==> src/rtl/imem_loader_pkg.sv <==
// rtl/imem_loader_pkg.sv - shared types and constants for the instruction-memory loader
package imem_loader_pkg;

   typedef enum logic [2:0] {
      S_HDR0,
      S_HDR1,
      S_DATA,
      S_FLUSH,
      S_RUN,
      S_ERR
   } state_t;

   localparam int HDR_BYTES  = 2;
   localparam int WORD_BYTES = 4;

   // A program larger than the memory is rejected; exactly full is allowed.
   function automatic logic too_many_words(input logic [15:0] n, input int addr_w);
      return {16'd0, n} > (32'd1 << addr_w);
   endfunction

endpackage

==> src/rtl/imem_loader_byte_packer.sv <==
// rtl/imem_loader_byte_packer.sv - assembles little-endian 32-bit words from a byte stream
module byte_packer
   import imem_loader_pkg::*;
(
   input  logic        clk,
   input  logic        rst,
   input  logic        en,
   input  logic [7:0]  data,
   output logic        word_end,
   output logic        word_valid,
   output logic [31:0] word
);

   logic [23:0] shift;
   logic [1:0]  cnt;

   assign word_end = (cnt == 2'(WORD_BYTES - 1));

   // The assembled word lives in its own register so it stays put while the next word shifts in.
   always_ff @(posedge clk) begin
      if (rst) begin
         shift      <= '0;
         cnt        <= '0;
         word_valid <= 1'b0;
         word       <= '0;
      end else begin
         word_valid <= 1'b0;
         if (en) begin
            if (word_end) begin
               word       <= {data, shift};
               word_valid <= 1'b1;
               cnt        <= '0;
            end else begin
               shift <= {data, shift[23:8]};
               cnt   <= cnt + 2'd1;
            end
         end
      end
   end

endmodule

==> src/rtl/imem_loader.sv <==
// rtl/imem_loader.sv - boot loader: byte stream to instruction memory, holds the core in reset until loaded
module imem_loader
   import imem_loader_pkg::*;
#(
   parameter int ADDR_W = 7
) (
   input  logic              clk,
   input  logic              rst,
   input  logic              in_valid,
   input  logic [7:0]        in_data,
   output logic              in_ready,
   output logic              wr_en,
   output logic [ADDR_W-1:0] wr_addr,
   output logic [31:0]       wr_data,
   output logic              cpu_rst,
   output logic              done,
   output logic              err
);

   localparam int CNT_W = ADDR_W + 1;

   state_t            state;
   logic [7:0]        n_lo;
   logic [CNT_W-1:0]  n_words;
   logic [CNT_W-1:0]  word_cnt;
   logic [15:0]       n_hdr;
   logic              accept;
   logic              pack_en;
   logic              word_end;

   assign accept  = in_valid && in_ready;
   assign pack_en = accept && (state == S_DATA);
   assign n_hdr   = {in_data, n_lo};

   byte_packer u_packer (
      .clk        (clk),
      .rst        (rst),
      .en         (pack_en),
      .data       (in_data),
      .word_end   (word_end),
      .word_valid (wr_en),
      .word       (wr_data)
   );

   always_ff @(posedge clk) begin
      if (rst) begin
         state    <= S_HDR0;
         in_ready <= 1'b1;
         cpu_rst  <= 1'b1;
         done     <= 1'b0;
         err      <= 1'b0;
         n_lo     <= '0;
         n_words  <= '0;
         word_cnt <= '0;
         wr_addr  <= '0;
      end else begin
         if (wr_en)
            wr_addr <= wr_addr + 1'b1;
         case (state)
            S_HDR0: begin
               if (accept) begin
                  n_lo  <= in_data;
                  state <= S_HDR1;
               end
            end
            S_HDR1: begin
               if (accept) begin
                  if (n_hdr == '0) begin
                     state    <= S_RUN;
                     in_ready <= 1'b0;
                     cpu_rst  <= 1'b0;
                     done     <= 1'b1;
                  end else if (too_many_words(n_hdr, ADDR_W)) begin
                     state    <= S_ERR;
                     in_ready <= 1'b0;
                     err      <= 1'b1;
                  end else begin
                     n_words <= CNT_W'(n_hdr);
                     state   <= S_DATA;
                  end
               end
            end
            S_DATA: begin
               if (pack_en && word_end) begin
                  word_cnt <= word_cnt + 1'b1;
                  // Last byte of the program: stop accepting while the final write drains.
                  if (word_cnt == n_words - 1'b1) begin
                     state    <= S_FLUSH;
                     in_ready <= 1'b0;
                  end
               end
            end
            S_FLUSH: begin
               state   <= S_RUN;
               cpu_rst <= 1'b0;
               done    <= 1'b1;
            end
            S_RUN, S_ERR: begin
            end
            default: state <= S_HDR0;
         endcase
      end
   end

endmodule

==> config.mk <==
export PLATFORM = sky130hd
export DESIGN_NAME = imem_loader
export DESIGN_NICKNAME = d
export VERILOG_FILES = /design/src/rtl/imem_loader_pkg.sv /design/src/rtl/imem_loader_byte_packer.sv /design/src/rtl/imem_loader.sv
export SDC_FILE = /design/constraint.sdc
export NUM_CORES = 1
export LEC_CHECK = 0
export ABC_AREA = 1
export ABC_CLOCK_PERIOD_IN_PS = 1550
export BUFFER_PORTS_ARGS = -buffer_cell sky130_fd_sc_hd__buf_4
export CAP_MARGIN = 20
export CELL_PAD_IN_SITES_DETAIL_PLACEMENT = 0
export CELL_PAD_IN_SITES_GLOBAL_PLACEMENT = 1
export CORE_AREA = 5 5 111 113
export DETAILED_ROUTE_END_ITERATION = 12
export DIE_AREA = 0 0 116 118
export PLACE_DENSITY_LB_ADDON = 0.15
export SYNTH_ARGS = -nofsm -noshare
export SYNTH_HDL_FRONTEND = slang
export SYNTH_SLANG_ARGS = --single-unit
==> constraint.sdc <==
create_clock -name clk -period 1.55 [get_ports clk]
set_input_delay 0.2325 -clock clk [delete_from_list [all_inputs] [get_ports clk]]
set_output_delay 0.2325 -clock clk [all_outputs]
set_load 0.03 [all_outputs]
==> results by group <==
Run status
  • Status: finished with violations
  • Violations in the final reports: negative setup slack

Layout
  • Layout net count: 647
  • Layout cell share with drive strength beyond 1: 27.94%
  • Commonest cells after routing, fill and taps aside: sky130_fd_sc_hd__nor2_1 (115), sky130_fd_sc_hd__buf_4 (93), sky130_fd_sc_hd__dfxtp_1 (87)
  • Final-layout fill cell count: 1125
  • Most frequent standard cell in the layout excluding fill and tap cells: sky130_fd_sc_hd__nor2_1
  • Diodes inserted: 0
  • Fraction of the core area covered by cells at the end of the flow: 47.50%
  • Growth of design area from synthesis to finish: 32.25%

STA
  • Skew final: 0.005712 ns
  • Final setup margin: -0.05730 ns
  • Number of endpoints failing setup at the final stage: 4
  • Unrepaired setup endpoints after global routing: yes
  • Worst slew margin relative to its limit: 74.83%
  • Worst Tran Pin Value: 0.3775 ns
  • Final Hold Violating Endpoints: 0
  • Final-report max-slew violation count: 0
  • Summed negative setup slack over all endpoints: -0.1779 ns
  • Maximum clock frequency: 0.6222 GHz
  • Final period util: 103.7%
  • Min cycle time layout: 1.607 ns

Routing
  • Routed vias: 3714
  • Detailed-route wire length: 10190 um
  • Detail-routed net length per standard cell: 13.06 um
  • Starting DRC count in detailed routing: 148
  • Vias per std cell: 4.762
  • Antenna violation net count after detailed routing: 0
  • Detailed Routing Iterations Pass 1: 4
  • Count of unresolved DRC violations after routing: 0

Critical path
  • Number of cells traversed by the worst register-to-register path: 12
  • Max FO, Critical Path: 5
  • Most numerous cell on the critical path: sky130_fd_sc_hd__nand2_1
  • Biggest cell delay along the critical path: 0.34 ns
  • Crit Path Class: reg -> reg
  • Arrival @ worst endpoint: 1.84 ns
  • Beginning of the worst register-to-register path: n_words[0]$_SDFFE_PP0P_
  • Number of buffers and inverters on the critical path: 1
  • Slowest library cell on the worst path: sky130_fd_sc_hd__dfxtp_2
  • Top delay family on crit path: simple AND/OR/NAND/NOR gates
  • Capture point of the worst reg-to-reg path: in_ready$_SDFFE_PP1P_
  • Kind of start point of the critical path: flop
  • Critical Path End Type: flop
  • Required @ worst endpoint: 1.79 ns
  • Setup slack of the most critical reg-to-reg path: -0.06 ns
  • Cell-by-cell trace of the critical path: inv_2 -> ha_4 -> xor2_1 -> nand3_1 -> nor2_1 -> nand2_1 -> nor2_1 -> nand2_2 -> nand2_4 -> nand3_2 -> nand2_1 -> nand2_1

Floorplan
  • Initial core utilization: 35.92%
  • Area of the die: 13690 um^2
  • Std-Cell Rows: 39
  • IO Pins: 55
  • Core area: 11220 um^2
  • Die outline height: 118 um
  • Chip width: 116 um

Power and ir drop
  • Total chip power: 6.167 mW
  • Leakage: 2.424 nW
  • Power density over cell area: 1157 nW/um^2
  • Max rail drop VDD: 0.6277 mV

CTS
  • CTS tree: built
  • Number of hold-repair buffers added at the cts stage: 0
  • Worst-Skew Late Latency: 0.35 ns
  • CTS Root Cell: sky130_fd_sc_hd__clkbuf_16
  • Clock sinks: 97
  • Number of CTS-inserted buffers: 9
  • Clock transition time at the flip-flop clock pins of the worst setup and hold paths: 0.07 ns
  • Maximum buffer depth of the clock tree: 2
  • H-tree depth: 3

Synthesis
  • Cell count after synthesis: 546
  • Distinct cell type count after synthesis: 34
  • Post-Synthesis Cell Area: 4031 um^2
  • Syn_nets: 561
  • Total number of yosys warnings: 0
  • Post-Syn Area per Cell: 7.383 um^2
  • Flip-flop and latch count after synthesis: 97
  • Proportion of synthesized chip area in sequential cells: 48.17%

Placement
  • HPWL reported at the end of detailed placement: 7197 um
  • Placer's final routability congestion estimate: 0.8698
  • Number of buffers inserted by port buffering: 54

Global routing
  • GRT met3 Usage: 4.473%
  • Overall fraction of global-route tracks in use: 15.67%
  • Number of antenna violations at the first check in global routing: 0
  • Busiest grt layer: met2
  • Wire length of the first global-routing pass: 17260 um
  • Routing usage on met2: 25.72%
  • Fraction of met1 tracks used by global routing: 19.64%
  • Number of global-route vias before repair: 3577
  • GR Overflow Total: 0
  • Maximum number of pins on one net before global-route repair: 51

Worst hold path
  • Hold path depth: 4
  • Hold Crit Start: in_data[0]
  • Path class of the lowest-slack min-delay path: in -> reg
  • Endpoint of the worst hold path: u_packer.word[24]$_SDFFE_PP0P_

Flow run
  • Number of max-capacitance violations reported: 0
## synthesized netlist by cell type, drive strengths merged
cell / n / area, um^2
o21ai: 62 / 314.0
buf: 9 / 68.81
nand3b: 2 / 15.01
nand2: 89 / 354.1
nor4: 1 / 6.260
a21oi: 47 / 239.0
a31oi: 2 / 12.51
nand3: 40 / 200.2
nor3: 9 / 82.58
or2: 1 / 6.260
xnor2: 1 / 8.760
nor3b: 2 / 20.02
nand4: 1 / 6.260
clkinv: 2 / 7.510
xor2: 2 / 17.52
inv: 36 / 137.6
ha: 4 / 50.05
nor2: 123 / 483.0
clkbuf: 16 / 60.06
dfxtp: 97 / 1942
## what timing repair did
item,4_1_cts,5_1_grt
pin swaps,13,19
hold endpoints to repair,0,0
buffers inserted,4,2
resized for setup,23,45
cloned,0,1
endpoints found under the setup margin,13,26
## power breakdown
| part | internal (mW) | total, mW | switching [mW] |
|---|---|---|---|
| sequential | 2.68 | 2.83 | 0.152 |
| combinational | 0.525 | 1.23 | 0.706 |
| clock | 1.11 | 2.10 | 0.991 |
## kinds of logic (layout without fill, tap and decap cells)
family          Yosys count  count (layout)  share of synthesized area (%)
compound gates          111             111                          14.03
flops                    97              97                          48.17
xor+xnor                  3               3                         0.6519
buf+inv                  63             153                          6.797
simple gates            268             269                          29.11
fa+ha+maj                 4               4                          1.242
## metrics by stage
step / instance area (um^2) / instances / setup slack [ns] / hold WS [ns]
global placement: 4808 / 757 / -0.07452 / 0.4397
finish: 5331 / 780 / -0.05730 / 0.2395
CTS: 5184 / 777 / -0.05546 / 0.2248
floorplan: 4035 / 546 / 0.01440 / 0.3674
global route: 5331 / 780 / -0.1609 / 0.2395
detailed placement: 4808 / 757 / -0.1549 / 0.4368
## worst max-delay path by stage
stage / startpoint / to / slack [ns] / cells past startpoint
floorplan: n_words[0]$_SDFFE_PP0P_ / in_ready$_SDFFE_PP1P_ / 0.01 / 12
global placement: in_data[4] / n_words[0]$_SDFFE_PP0P_ / -0.07 / 9
detailed placement: n_words[0]$_SDFFE_PP0P_ / in_ready$_SDFFE_PP1P_ / -0.15 / 15
CTS: n_words[0]$_SDFFE_PP0P_ / in_ready$_SDFFE_PP1P_ / -0.06 / 12
global route: n_words[2]$_SDFFE_PP0P_ / in_ready$_SDFFE_PP1P_ / -0.16 / 12
finish: n_words[0]$_SDFFE_PP0P_ / in_ready$_SDFFE_PP1P_ / -0.06 / 12
## per-layer routing
| layer | share of wire [%] | vias to the layer above |
|---|---|---|
| li1 | - | 1945 |
| met1 | 45 | 1705 |
| met2 | 49 | 50 |
| met3 | 3.5 | 14 |
| met4 | 1.7 | 0 |
| met5 | 0 | - |
## worst min-delay path: stages
cell	delay, ns
sky130_fd_sc_hd__buf_4	0.09
sky130_fd_sc_hd__buf_4	0.11
sky130_fd_sc_hd__nor2_1	0.04
sky130_fd_sc_hd__nor2_1	0.08
## final cells by class
class	instances	area [um^2]	share of cell area [%]
sequential	97	1954	36.66
multi-input combinational	387	1987	37.27
timing repair buffer	99	783.3	14.69
clock buffer	10	229.0	4.295
tap	143	178.9	3.356
clock inverter	6	51.30	0.9622
inverter	38	147.6	2.769
## flip-flops by register name, indices dropped and copies added (netlist names)
| name | count |
|---|---|
| u_packer.shift | 24 |
| cpu_rst | 1 |
| state | 3 |
| done | 1 |
| n_lo | 8 |
| wr_addr | 7 |
| word_cnt | 8 |
| err | 1 |
| u_packer.cnt | 2 |
| u_packer.word_valid | 1 |
| in_ready | 1 |
| u_packer.word | 32 |
| n_words | 8 |
Power figures use the tool's default switching activity.
